**src/rtl/rv_ctrl_pkg.sv**
```systemverilog
// Shared opcode constants, ALU-op encodings and the packed control word
// used by the RV32IM ID/EX control path.
package rv_ctrl_pkg;

  localparam int OPC_W    = 7;
  localparam int ALU_OP_W = 2;

  localparam logic [OPC_W-1:0] OPC_RTYPE  = 7'b0110011;
  localparam logic [OPC_W-1:0] OPC_IALU   = 7'b0010011;
  localparam logic [OPC_W-1:0] OPC_LOAD   = 7'b0000011;
  localparam logic [OPC_W-1:0] OPC_STORE  = 7'b0100011;
  localparam logic [OPC_W-1:0] OPC_BRANCH = 7'b1100011;
  localparam logic [OPC_W-1:0] OPC_JAL    = 7'b1101111;
  localparam logic [OPC_W-1:0] OPC_JALR   = 7'b1100111;
  localparam logic [OPC_W-1:0] OPC_LUI    = 7'b0110111;
  localparam logic [OPC_W-1:0] OPC_AUIPC  = 7'b0010111;

  localparam logic [ALU_OP_W-1:0] ALU_OP_ADD    = 2'b00;
  localparam logic [ALU_OP_W-1:0] ALU_OP_BRANCH = 2'b01;
  localparam logic [ALU_OP_W-1:0] ALU_OP_RTYPE  = 2'b10;
  localparam logic [ALU_OP_W-1:0] ALU_OP_ITYPE  = 2'b11;

  typedef struct packed {
    logic                reg_write;
    logic                mem_read;
    logic                mem_write;
    logic                mem_to_reg;
    logic                alu_src;
    logic                branch;
    logic                jump;
    logic [ALU_OP_W-1:0] alu_op;
    logic                illegal;
  } ctrl_t;

  // Bubble: every control deasserted, including illegal.
  localparam ctrl_t CTRL_NOP = '0;

endpackage

```
**src/rtl/control_decode.sv**
```systemverilog
// Purely combinational major-opcode decoder; unused fields are forced to 0
// so no X ever leaves this block.
module control_decode
  import rv_ctrl_pkg::*;
(
  input  logic [OPC_W-1:0] opcode,
  output ctrl_t            ctrl
);

  always_comb begin
    ctrl = CTRL_NOP;
    unique case (opcode)
      OPC_RTYPE: begin
        ctrl.reg_write = 1'b1;
        ctrl.alu_op    = ALU_OP_RTYPE;
      end
      OPC_IALU: begin
        ctrl.reg_write = 1'b1;
        ctrl.alu_src   = 1'b1;
        ctrl.alu_op    = ALU_OP_ITYPE;
      end
      OPC_LOAD: begin
        ctrl.reg_write  = 1'b1;
        ctrl.mem_read   = 1'b1;
        ctrl.mem_to_reg = 1'b1;
        ctrl.alu_src    = 1'b1;
      end
      OPC_STORE: begin
        ctrl.mem_write = 1'b1;
        ctrl.alu_src   = 1'b1;
      end
      OPC_BRANCH: begin
        ctrl.branch = 1'b1;
        ctrl.alu_op = ALU_OP_BRANCH;
      end
      OPC_JAL, OPC_JALR: begin
        ctrl.reg_write = 1'b1;
        ctrl.alu_src   = 1'b1;
        ctrl.jump      = 1'b1;
      end
      OPC_LUI, OPC_AUIPC: begin
        ctrl.reg_write = 1'b1;
        ctrl.alu_src   = 1'b1;
      end
      default: ctrl.illegal = 1'b1;
    endcase
  end

endmodule

```
**src/rtl/control_unit.sv**
```systemverilog
// ID/EX control register: decodes the ID-stage opcode and presents the
// controls to EX one cycle later, with flush-over-stall hazard handling.
module control_unit
  import rv_ctrl_pkg::*;
#(
  parameter int ALU_OP_W = 2,
  parameter int OPC_W    = 7
) (
  input  logic                clk,
  input  logic                rst_n,
  input  logic [OPC_W-1:0]    opcode,
  input  logic                stall,
  input  logic                flush,
  output logic                reg_write,
  output logic                mem_read,
  output logic                mem_write,
  output logic                mem_to_reg,
  output logic                alu_src,
  output logic                branch,
  output logic                jump,
  output logic [ALU_OP_W-1:0] alu_op,
  output logic                illegal
);

  ctrl_t decoded;
  ctrl_t ctrl_reg;
  ctrl_t ctrl_next;

  control_decode u_decode (
    .opcode (opcode),
    .ctrl   (decoded)
  );

  // Flush beats stall so a squashed instruction can never be held in EX.
  always_comb begin
    ctrl_next = decoded;
    if (flush) begin
      ctrl_next = CTRL_NOP;
    end else if (stall) begin
      ctrl_next = ctrl_reg;
    end
  end

  always_ff @(posedge clk or negedge rst_n) begin
    if (!rst_n) begin
      ctrl_reg <= CTRL_NOP;
    end else begin
      ctrl_reg <= ctrl_next;
    end
  end

  assign reg_write  = ctrl_reg.reg_write;
  assign mem_read   = ctrl_reg.mem_read;
  assign mem_write  = ctrl_reg.mem_write;
  assign mem_to_reg = ctrl_reg.mem_to_reg;
  assign alu_src    = ctrl_reg.alu_src;
  assign branch     = ctrl_reg.branch;
  assign jump       = ctrl_reg.jump;
  assign alu_op     = ctrl_reg.alu_op;
  assign illegal    = ctrl_reg.illegal;

endmodule

```
**config.mk**
```make
export PLATFORM = sky130hd
export DESIGN_NAME = control_unit
export DESIGN_NICKNAME = d
export VERILOG_FILES = /design/src/rtl/rv_ctrl_pkg.sv /design/src/rtl/control_decode.sv /design/src/rtl/control_unit.sv
export SDC_FILE = /design/constraint.sdc
export NUM_CORES = 1
export LEC_CHECK = 0
export ABC_CLOCK_PERIOD_IN_PS = 800
export BUFFER_PORTS_ARGS = -buffer_cell sky130_fd_sc_hd__clkbuf_2
export CORE_AREA = 4 4 41 43
export CTS_CLUSTER_SIZE = 30
export DETAILED_ROUTE_END_ITERATION = 8
export DIE_AREA = 0 0 45 47
export GPL_ROUTABILITY_DRIVEN = 1
export PLACE_DENSITY = 0.69
export SETUP_SLACK_MARGIN = 0.2
export SLEW_MARGIN = 10
export SYNTH_ARGS = -nofsm -noshare
export SYNTH_HDL_FRONTEND = slang
export SYNTH_SLANG_ARGS = --single-unit
export TNS_END_PERCENT = 10
```
**constraint.sdc**
```tcl
create_clock -name clk -period 0.8 [get_ports clk]
set_input_delay 0.24 -clock clk [delete_from_list [all_inputs] [get_ports clk]]
set_output_delay 0.24 -clock clk [all_outputs]
set_load 0.02 [all_outputs]
```
After elaboration in Yosys (flattened, before gate mapping)
Index checks and enable logic that the tools add are counted.
Operators by class
  equal/unequal tests: 10
  reduce and logical (&&, ||, !) cells: 4
  muxes and demuxes: 10
Operator list (number)
  7-bit by 6-bit == test with 1-bit output, second input constant: 3
  7-bit == test, second input constant: 3
  10-bit 2-to-1 mux: 2
  7-bit by 5-bit == test with 1-bit output, second input constant: 2
  7-bit OR reduction: 2
  9-bit OR reduction: 1
  7-bit by 2-bit == test with 1-bit output, second input constant: 1
  1-bit 2-to-1 mux: 7
  2-bit one-hot mux with 3 select lines: 1
  2-bit by 1-bit inequality test with 1-bit output, second input constant: 1
  2-bit OR reduction: 1
Storage, ports and cells
  word-level logic and storage cells: 33
  input port bits: 11
  register bits after elaboration: 10
  output and inout port bits: 10

Depth between registers and ports, before layout
Gate-level depths: netlist of the first run.
  depth in word-level cells: 5
  depth in mapped cells: 5
  depth with buffers taken out: 4

Cells and area by module
From an unflattened synthesis of the first run, not the netlist that was laid out.
Second synthesis, totals
  cell total of the unflattened synthesis: 58
  area total of the unflattened synthesis: 548.0 sq um
By module, submodules not included
  control_unit: seq. area each 250.2 sq um, area an instance 402.9 sq um, times used 1, cells an instance 32
  control_decode: seq. area each 0.0 sq um, area an instance 145.1 sq um, times used 1, cells an instance 26

Worst setup path before layout of the first run
Ideal clock, no wire load.
  kind: input to register
  start point: input opcode[6]
  end point: register ctrl_reg, in the netlist mem_write
  library setup time: 0.077 ns
  arrival: 1.352 ns
  stages on the path: 3
  setup slack: -0.630 ns
  cell sequence: or4_4 -> or4b_1 -> a21oi_1
Between the ends
  cells in the longest elaborated chain, start to end: 4
Ends and longest elaborated chain
  from (decl): RTL line control_unit.sv:11  | input logic [OPC_W-1:0] opcode,
  7-bit by 6-bit == test with 1-bit output: RTL line control_decode.sv:12  | unique case (opcode)
  1-bit 2-to-1 mux: RTL line control_decode.sv:12
  10-bit 2-to-1 mux: RTL line control_unit.sv:39  | end else if (stall) begin
  10-bit 2-to-1 mux: RTL line control_unit.sv:37  | if (flush) begin
  to (signal assigned): RTL line control_unit.sv:48  | ctrl_reg <= ctrl_next;
  to (decl): RTL line control_unit.sv:26  | ctrl_t ctrl_reg;
No other way between the ends. The select of a mux whose other input is x is not followed.
A chain may end at the register's enable or synchronous reset.

Worst setup path in the final report of the first run
Ends and elaborated chain as after synthesis.

==> results of run 1 <==
-- cell usage after synthesis, drive strengths merged --
cell type	number	area share, %
nand3	1	0.92
nand4b	1	1.6
and3b	1	1.6
or4b	1	1.8
nand2b	2	2.3
o22a	1	1.6
xor2	2	3.2
buf	4	5.7
nand2	10	7.3
o31a	1	1.6
or4	3	4.8
nor2b	1	1.1
o41a	1	2.1
o221ai	1	1.6
dfrtp	9	41
a21oi	10	9.2
inv	2	1.4
nor2	4	2.8
or3	3	3.4
nor3	1	0.92
nand4	1	1.1
clkbuf	1	2.5
-- layout make-up --
cell class | instances | area (sq um) | area share (%)
clock buffer | 4 | 26.3 | 3.32
inverter | 2 | 7.51 | 0.949
multi-input combinational | 45 | 297 | 37.5
sequential | 9 | 225 | 28.5
tap | 15 | 18.8 | 2.37
timing repair buffer | 33 | 216 | 27.4
-- worst max-delay path: cells and delay by family --
family          cells  cell delay (ps)
simple gates        2             1020
compound gates      1              130
buf+inv             1               90
-- cell families after synthesis --
family	count (synthesis)	share of synthesized area [%]
AOI/OAI and AO/OA	14	16.1
xor gates and xnor gates	2	3.21
buffers and inverters	7	9.63
DFF	9	41.3
and+or+nand+nor	29	29.8
-- where the power goes --
part           leakage, uW  switching, uW  internal (uW)
Clock            0.0000150            153            192
Sequential        0.000124           4.23            463
Combinational     0.000239            107            101
Total             0.000378            264            756
-- repair_timing --
item / in CTS / in global routing
endpoints found under the setup margin: 19 / 19
pin swaps: 5 / 2
hold endpoints to repair: 9 / 0
gates resized for setup: 4 / 13
hold buffers: 1 / 0
-- metrics by stage --
step                util, %  setup WS [ps]  setup TNS (ps)  cell area [sq um]
global placement       54.5           -730           -4710                709
CTS                    58.7           -490           -4700                763
global route           60.8           -522           -5210                791
floorplan                 -           -613           -3510                546
detailed placement     54.5           -755           -4870                709
finish                 60.8           -504           -4620                791
-- placed cells by master, fill, tap and decap left out, types with 2 or more instances in the layout --
master and count:
a21oi_1 8, clkbuf_2 13, nand2_1 9, dfrtp_1 9, buf_6 3, a21oi_2 2, xor2_1 2, buf_2 5
or3_4 2, buf_4 11, or4_1 2, clkbuf_4 3, nor2_1 3, nand2b_1 2, inv_1 2
-- routing by layer --
| metal | wire length [um] | up-vias | track usage (%) |
|---|---|---|---|
| met5 | 0 | - | 0 |
| met4 | 5 | 0 | 3.51 |
| met3 | 100 | 2 | 6.13 |
| met2 | 723 | 22 | 26.3 |
| met1 | 519 | 258 | 14.0 |
| li1 | - | 280 | - |
-- worst max path at each step --
| stage | startpoint | endpoint | slack, ps | cells after the start |
|---|---|---|---|---|
| finish | opcode[6] | mem_write | -500 | 4 |
| global route | opcode[6] | mem_write | -520 | 4 |
| CTS | opcode[6] | mem_write | -490 | 4 |
| detailed placement | opcode[6] | mem_write | -750 | 4 |
| global placement | opcode[6] | mem_write | -730 | 4 |
| floorplan | opcode[6] | mem_write | -610 | 3 |
==> qor.csv, run 1 <==
stage,metric,value,unit
clock_tree,cts.htree.levels,1,
layout,syn_to_final_growth,45.0,%
sta,fin_crit_sh,163,%
layout,num_antenna_cells,0,
run_status,status,"finished, violations left",
layout,num-nets-final,105,
sta,tightest_slew,228,ps
place,hpwl,1.01,mm
sta,final_hold_viol_count,0,
worst_hold_path,holdPathStages,2,
setup_path,rrSetupSlack,70,ps
power_and_ir_drop,p_total,1020,uW
grt,grt-ovfl-total,0,
detailed_routing,vias,562,
floorplan,start_util,41.9,%
power_and_ir_drop,vdd.ir_drop.worst,0.916,mV
power_and_ir_drop,power_leakage,0.000378,uW
synth,syn_inst,61,
layout,layout.cells.non_filler,108,
setup_path,critPathSlowestCell,or4_4,
sta,rsz0062_at_grt,true,
worst_hold_path,min_from,flush,
floorplan,die_area,2120,sq um
clock_tree,clock_latency,250,ps
floorplan,io_pins,21,
setup_path,worst-setup-path-type,in2reg,
setup_path,r2r-end,reg_write,
synth,synth-seq-area-share,41.3,%
setup_path,endpoint_kind,flip-flop,
sta,finalSetupViolCount,18,
sta,worst_hold_slack,238,ps
worst_hold_path,hold_end,alu_src,
clock_tree,root_buffer,clkbuf_4,
layout,largest_reg_flops,2,
synth,yosysWarnings,0,
setup_path,arrival,1490,ps
setup_path,critPathMaxFanout,3,
place,io_buffers,20,
sta,finClkSkew,0,ps
layout,drive_gt1_share,47.3,%
synth,synth_cell_types,26,
detailed_routing,drtAntennaViolNets,0,
clock_tree,cts_buffer_depth,2,
synth,synthesis.area,546,sq um
worst_hold_path,worstHoldPathType,in2reg,
detailed_routing,post-route-drc-count,0,
detailed_routing,drtIter0Drc,9,
grt,grt_antenna_before_repair,0,
place,dp_cells,103,
grt,grt_pass1_wl,2.10,mm
clock_tree,cts_setup_buffers,0,
run_status,violations,negative setup slack,
layout,num-fill-cells,113,
grt,grt_max_degree,12,
clock_tree,cts_tree,built,
floorplan,row_count,13,
flow_run,drv_cap,0,
setup_path,crit_chain,"buf_6, or4_4, or4b_4, a21oi_2",
setup_path,cp-start-kind,input port,
grt,grt_pass1_vias,522,
synth,avgSynthCellArea,8.94,sq um
setup_path,crit_required,980,ps
synth,syn_nets,72,
synth,ys_seq_elements,9,
setup_path,r2r-start,reg_write,
sta,setup_ws,-504,ps
sta,finalMaxSlewViolations,0,
sta,fmax,0.767,GHz
detailed_routing,wl_per_cell,12.5,um
setup_path,r2r_cells,3,
place,gp_congestion,0.814,
clock_tree,cts_sinks,9,
sta,min_period,1300,ps
detailed_routing,wl,1.35,mm
power_and_ir_drop,powerDensity,1290,nW/um^2
setup_path,slowest_delay,530,ps
clock_tree,path_clk_slew,60,ps
detailed_routing,viasPerCell,5.20,
detailed_routing,first_pass_iters,4,
floorplan,die_x,45,um
floorplan,die_h,47,um
floorplan,core,1300,sq um
grt,grtUsageTotal,13.9,%
clock_tree,cts_inserted_buffers,3,
sta,relSlewSlack,84.8,%
Note: power is estimated with default switching activity, not from simulation.
==> run 2, diff against run 1 <==
--- a/config.mk
+++ b/config.mk
@@ -13,7 +13,9 @@
 export DIE_AREA = 0 0 45 47
 export GPL_ROUTABILITY_DRIVEN = 1
 export PLACE_DENSITY = 0.69
+export RECOVER_POWER = 100
 export SETUP_SLACK_MARGIN = 0.2
+export SKIP_LAST_GASP = 1
 export SLEW_MARGIN = 10
 export SYNTH_ARGS = -nofsm -noshare
 export SYNTH_HDL_FRONTEND = slang
==> run 2 against run 1 <==
Compared with the run above: the run still ends with negative setup slack left; non-clock buffer count did not move; clock skew did not move; global-route usage did not move; fmax barely moved; highest routed layer unchanged.
==> qor.csv, run 2 (same netlist as run 1, synthesis figures left out) <==
stage,metric,value,unit,change
run_status,status,"finished, violations left",,
run_status,violations,negative setup slack,,
floorplan,die_h,47,um,unchanged
grt,grt-ovfl-total,0,,unchanged
power_and_ir_drop,powerDensity,1340,nW/um^2,+4.1%
layout,num-fill-cells,116,,+2.7%
clock_tree,cts.htree.levels,1,,unchanged
floorplan,start_util,41.9,%,unchanged
clock_tree,cts_tree,built,,
worst_hold_path,holdPathStages,2,,unchanged
detailed_routing,wl,1.32,mm,-1.9%
flow_run,drv_cap,0,,unchanged
setup_path,endpoint_kind,flip-flop,,
grt,grt_max_degree,12,,unchanged
clock_tree,path_clk_slew,60,ps,about the same
sta,worst_hold_slack,236,ps,-1.19 ps
setup_path,r2r_cells,3,,unchanged
detailed_routing,wl_per_cell,12.3,um,-1.9%
clock_tree,cts_setup_buffers,0,,unchanged
power_and_ir_drop,intPower,749,uW,-0.93%
detailed_routing,viasPerCell,5.31,,+2.1%
floorplan,die_x,45,um,unchanged
clock_tree,clock_latency,250,ps,about the same
detailed_routing,drtAntennaViolNets,0,,unchanged
grt,grtUsageTotal,13.9,%,unchanged
sta,finClkSkew,0,ps,unchanged
power_and_ir_drop,p_sw,262,uW,-0.64%
layout,syn_to_final_growth,38.1,%,
floorplan,die_area,2120,sq um,unchanged
power_and_ir_drop,p_sw_share,26.0,%,+0.056 points
layout,layout.cells.non_filler,108,,unchanged
clock_tree,cts_buffer_depth,2,,unchanged
worst_hold_path,worstHoldPathType,in2reg,,
detailed_routing,drtIter0Drc,7,,-2
layout,num-nets-final,105,,unchanged
detailed_routing,vias,574,,+2.1%
place,dpl_cell_area,709,sq um,unchanged
sta,final_hold_viol_count,0,,unchanged
setup_path,crit_chain,"clkbuf_2, or4_4, or4b_4, a21oi_2",,
power_and_ir_drop,seq_power_share,46.2,%,+0.4 points
grt,grt_antenna_before_repair,0,,unchanged
layout,num_antenna_cells,0,,unchanged
clock_tree,cts_inserted_buffers,3,,unchanged
worst_hold_path,min_from,flush,,
setup_path,path_buf_inv,1,,unchanged
power_and_ir_drop,power_leakage,0.000365,uW,-3.4%
sta,relSlewSlack,84.8,%,about the same
clock_tree,root_buffer,clkbuf_4,,
setup_path,crit_required,990,ps,about the same
layout,layout_common_cells,"20 x clkbuf_2, 12 x buf_4, 9 x nand2_1, 9 x a21oi_1, 9 x dfrtp_1",,
power_and_ir_drop,power.clock.fraction,34.4,%,+0.6 points
layout,largest_reg_flops,2,,unchanged
place,hpwl,1.01,mm,unchanged
worst_hold_path,hold_end,alu_src,,
sta,tightest_slew,228,ps,-0.193 ps
setup_path,rrSetupSlack,70,ps,about the same
sta,finalSetupViolCount,18,,unchanged
sta,fmax,0.767,GHz,about the same
setup_path,worst-setup-path-type,in2reg,,
power_and_ir_drop,p_comb_share,19.4,%,-0.9 points
setup_path,critPathMaxFanout,3,,unchanged
floorplan,row_count,13,,unchanged
setup_path,slowest_delay,540,ps,about the same
sta,finalMaxSlewViolations,0,,unchanged
floorplan,io_pins,21,,unchanged
layout,final_common_cell,clkbuf_2,,
sta,min_period,1300,ps,-0.0880 ps
sta,rsz0062_at_grt,true,,
grt,grt_pass1_vias,528,,+1.1%
place,dp_cells,103,,unchanged
place,gp_congestion,0.814,,unchanged
layout,drive_gt1_share,41.9,%,-5.4 points
setup_path,cp-start-kind,input port,,
setup_path,crit_family,simple AND/OR/NAND/NOR gates,,
setup_path,critPathSlowestCell,or4_4,,
sta,fin_crit_sh,163,%,about the same
setup_path,r2r-end,reg_write,,
grt,grt_pass1_wl,2.11,mm,+0.33%
power_and_ir_drop,vdd.ir_drop.worst,0.912,mV,-0.48%
detailed_routing,first_pass_iters,4,,unchanged
layout,final_cell_area,753,sq um,-4.7%
setup_path,arrival,1490,ps,about the same
floorplan,core,1300,sq um,unchanged
setup_path,r2r-start,reg_write,,
clock_tree,cts_sinks,9,,unchanged
detailed_routing,post-route-drc-count,0,,unchanged
sta,setup_ws,-503,ps,+0.0880 ps
place,io_buffers,20,,unchanged
setup_path,worst-path-stages,4,,unchanged
==> run 2: cell count changes in the layout (fill, tap and decap cells not counted), sizes merged <==
cell    change
buf         -7
clkbuf      +7
==> run 2: worst max path at each step <==
stage / start / to / slack [ps]
floorplan: opcode[6] / mem_write / -610
global placement: opcode[6] / mem_write / -730
detailed placement: opcode[6] / mem_write / -750
CTS: opcode[6] / mem_write / -490
global route: opcode[6] / mem_write / -530
finish: opcode[6] / mem_write / -500
==> run 2: final cells by class <==
type | instances | area [sq um] | share of cell area (%)
Inverter | 2 | 7.51 | 0.997
Clock buffer | 4 | 26.3 | 3.49
Multi-Input combinational cell | 45 | 275 | 36.5
Timing Repair Buffer | 33 | 200 | 26.6
Tap cell | 15 | 18.8 | 2.49
Sequential cell | 9 | 225 | 29.9
==> run 2: routing by layer <==
layer / global-route usage, % / wire, um
met5: 0 / 0
met4: 5.26 / 25
met3: 6.13 / 112
met2: 25.1 / 689
met1: 14.2 / 496
==> run 2: repair_timing <==
action,in CTS,in global routing
endpoints found under the hold margin,9,0
hold buffers,1,0
endpoints found under the setup margin,19,19
gates resized for setup,0,2
==> run 2: power groups by stage <==
stage                     sequential, uW  clock (uW)  combinational, uW
after floorplan                      486           0               85.6
after global routing                 468         391                215
after detailed placement             476           0                190
after CTS                            467         357                195
final                                468         348                196
after global placement               475           0                187
==> run 2: stage by stage <==
stage	util (%)	power [uW]	TNS, ps	setup WS (ps)
after floorplan	-	571	-3510	-613
after global placement	54.5	662	-4710	-730
after detailed placement	54.5	666	-4870	-755
after CTS	57.3	1020	-4990	-490
after global routing	57.9	1070	-5600	-529
final	57.9	1010	-4940	-503
==> run 3, diff against run 2 <==
--- a/config.mk
+++ b/config.mk
@@ -5,7 +5,7 @@
 export SDC_FILE = /design/constraint.sdc
 export NUM_CORES = 1
 export LEC_CHECK = 0
-export ABC_CLOCK_PERIOD_IN_PS = 800
+export ABC_CLOCK_PERIOD_IN_PS = 1300
 export BUFFER_PORTS_ARGS = -buffer_cell sky130_fd_sc_hd__clkbuf_2
 export CORE_AREA = 4 4 41 43
 export CTS_CLUSTER_SIZE = 30
==> constraint.sdc (replaced) <==
create_clock -name clk -period 1.3 [get_ports clk]
set_input_delay 0.39 -clock clk [delete_from_list [all_inputs] [get_ports clk]]
set_output_delay 0.39 -clock clk [all_outputs]
set_load 0.02 [all_outputs]
==> run 3 against run 2 <==
Compared with the run above: the run still ends with negative setup slack left; sequential power shrank 39%; clock skew unchanged; hold slack better by 170 ps; core utilization shrank 1.5 points; critical endpoint unchanged; flip-flop and latch count stayed put; critical path type unchanged; non-clock buffer count decreased by 2; power fell by 39%.
==> qor.csv, run 3 (same netlist as run 1, synthesis figures left out) <==
stage,metric,value,unit,change
detailed_routing,viasPerCell,5.32,,+0.11%
setup_path,crit_required,1490,ps,+500 ps
layout,num-nets-final,103,,-1.9%
setup_path,critPathSlowestCell,or4_4,,
sta,relSlewSlack,66.8,%,-18 points
flow_run,drv_cap,0,,unchanged
grt,grt_pass1_wl,2.26,mm,+7.2%
detailed_routing,first_pass_iters,4,,unchanged
layout,final_cell_area,733,sq um,-2.7%
layout,layout.cells.non_filler,106,,-1.9%
grt,grtUsageTotal,14.7,%,+0.72 points
grt,grt_max_degree,12,,unchanged
layout,multiInputGateArea,275,sq um,unchanged
grt,use_met3,6.13,%,unchanged
grt,grt_antenna_before_repair,0,,unchanged
floorplan,row_count,13,,unchanged
floorplan,die_area,2120,sq um,unchanged
power_and_ir_drop,p_sw,158,uW,-40%
setup_path,cp-start-kind,input port,,
power_and_ir_drop,p_sw_share,25.8,%,-0.18 points
grt,globalRouteMet2Util,26.6,%,+1.4 points
power_and_ir_drop,intPower,455,uW,-39%
sta,finalSetupViolCount,4,,-14
layout,drive_gt1_share,38.5,%,-3.5 points
sta,setup_ws,-138,ps,+365 ps
detailed_routing,vias,564,,-1.7%
setup_path,path_buf_inv,1,,unchanged
floorplan,core,1300,sq um,unchanged
run_status,violations,negative setup slack,,
setup_path,arrival,1630,ps,+140 ps
sta,fin_crit_sh,111,%,
sta,finalMaxSlewViolations,0,,unchanged
clock_tree,cts_inserted_buffers,3,,unchanged
grt,busiest_layer,met2,,
detailed_routing,wl,1.26,mm,-5.1%
clock_tree,cts_tree,built,,
grt,grt_pass1_vias,532,,+0.76%
setup_path,critPathMaxFanout,3,,unchanged
setup_path,r2r-end,reg_write,,
power_and_ir_drop,vdd.ir_drop.worst,0.508,mV,-44%
clock_tree,cts_buffer_depth,2,,unchanged
setup_path,slowest_delay,530,ps,about the same
detailed_routing,wl_per_cell,11.8,um,-3.3%
power_and_ir_drop,p_comb_share,18.6,%,-0.8 points
place,dpl_cell_area,694,sq um,-2.1%
setup_path,crit_family,simple AND/OR/NAND/NOR gates,,
power_and_ir_drop,powerDensity,837,nW/um^2,-38%
floorplan,die_h,47,um,unchanged
layout,num-fill-cells,144,,+24%
setup_path,endpoint_kind,flip-flop,,
clock_tree,cts_setup_buffers,0,,unchanged
grt,met1_usage,15.9,%,+1.6 points
detailed_routing,post-route-drc-count,0,,unchanged
setup_path,worst-setup-path-type,in2reg,,
worst_hold_path,worstHoldPathType,in2reg,,
worst_hold_path,hold_end,mem_write,,
place,io_buffers,20,,unchanged
clock_tree,clock_latency,260,ps,about the same
power_and_ir_drop,power.clock.fraction,34.5,%,about the same
grt,grt-ovfl-total,0,,unchanged
sta,finClkSkew,0,ps,unchanged
layout,layout_common_cells,"19 x clkbuf_2, 9 x nand2_1, 9 x a21oi_1, 9 x dfrtp_1, 8 x buf_4",,
worst_hold_path,min_from,flush,,
detailed_routing,drtAntennaViolNets,0,,unchanged
setup_path,rrSetupSlack,560,ps,+490 ps
run_status,status,"finished, violations left",,
layout,largest_reg_flops,2,,unchanged
detailed_routing,drtIter0Drc,7,,unchanged
layout,num_antenna_cells,0,,unchanged
place,hpwl,974,um,-3.2%
layout,final_common_cell,clkbuf_2,,
power_and_ir_drop,seq_power_share,46.8,%,+0.6 points
worst_hold_path,holdPathStages,2,,unchanged
sta,final_hold_viol_count,0,,unchanged
layout,seq_area,225,sq um,unchanged
floorplan,io_pins,21,,unchanged
clock_tree,path_clk_slew,60,ps,about the same
layout,syn_to_final_growth,34.4,%,
floorplan,die_x,45,um,unchanged
sta,rsz0062_at_grt,true,,
setup_path,r2r_cells,3,,unchanged
clock_tree,root_buffer,clkbuf_4,,
clock_tree,cts_sinks,9,,unchanged
sta,tightest_slew,498,ps,+270 ps
place,dp_cells,101,,-1.9%
sta,min_period,1440,ps,
setup_path,crit_chain,"clkbuf_2, or4_4, or4b_4, a21oi_2",,
place,gp_congestion,0.823,,+1.0%
power_and_ir_drop,power_leakage,0.000348,uW,-4.5%
floorplan,start_util,41.9,%,unchanged
sta,fmax,0.695,GHz,
setup_path,r2r-start,reg_write,,
sta,finalSetupTns,-382,ps,+4560 ps
clock_tree,cts.htree.levels,1,,unchanged
## run 3: how the worst max path moves through the flow
stage                          from        end  slack, ps  depth (start not counted)
after floorplan           opcode[6]  mem_write       -260                          3
after global placement    opcode[6]  mem_write       -380                          4
after detailed placement  opcode[6]  mem_write       -380                          4
after CTS                 opcode[6]  mem_write       -120                          4
after global routing      opcode[6]  mem_write       -170                          4
final                     opcode[6]  mem_write       -140                          4
## run 3: per-stage QoR
step                      setup WS, ps  total power (uW)  hold slack, ps  utilization, %
after global routing              -169               658             417            56.3
after detailed placement          -384               405             265            53.4
after CTS                         -115               624             409            56.2
after floorplan                   -263               352            94.4               -
final                             -138               614             408            56.3
after global placement            -378               403             258            53.4
## run 3: power groups by stage
stage | clock network [uW] | logic, uW | registers (uW)
5_1_grt | 242 | 128 | 288
2_1_floorplan | 0 | 52.7 | 299
3_3_place_gp | 0 | 111 | 292
4_1_cts | 220 | 116 | 287
6_report | 212 | 114 | 287
3_5_place_dp | 0 | 113 | 293
## run 3: cell type report
| class | instances | area share [%] |
|---|---|---|
| sequential | 9 | 30.7 |
| timing repair buffer | 31 | 24.6 |
| inverter | 2 | 1.02 |
| multi-input combinational | 45 | 37.5 |
| tap | 15 | 2.56 |
| clock buffer | 4 | 3.58 |
## run 3: routing by layer
metal	vias up	part of all wire, %
met1	266	39
li1	278	-
met2	18	54
met4	0	0.48
met5	-	0
met3	2	6.8
## run 3: timing repair
item                                   in CTS  in global routing
gates cloned                                0                  0
endpoints found under the hold margin       9                  0
setup endpoints to repair                  17                 18
resized for setup                           0                  2
hold buffers                                1                  0
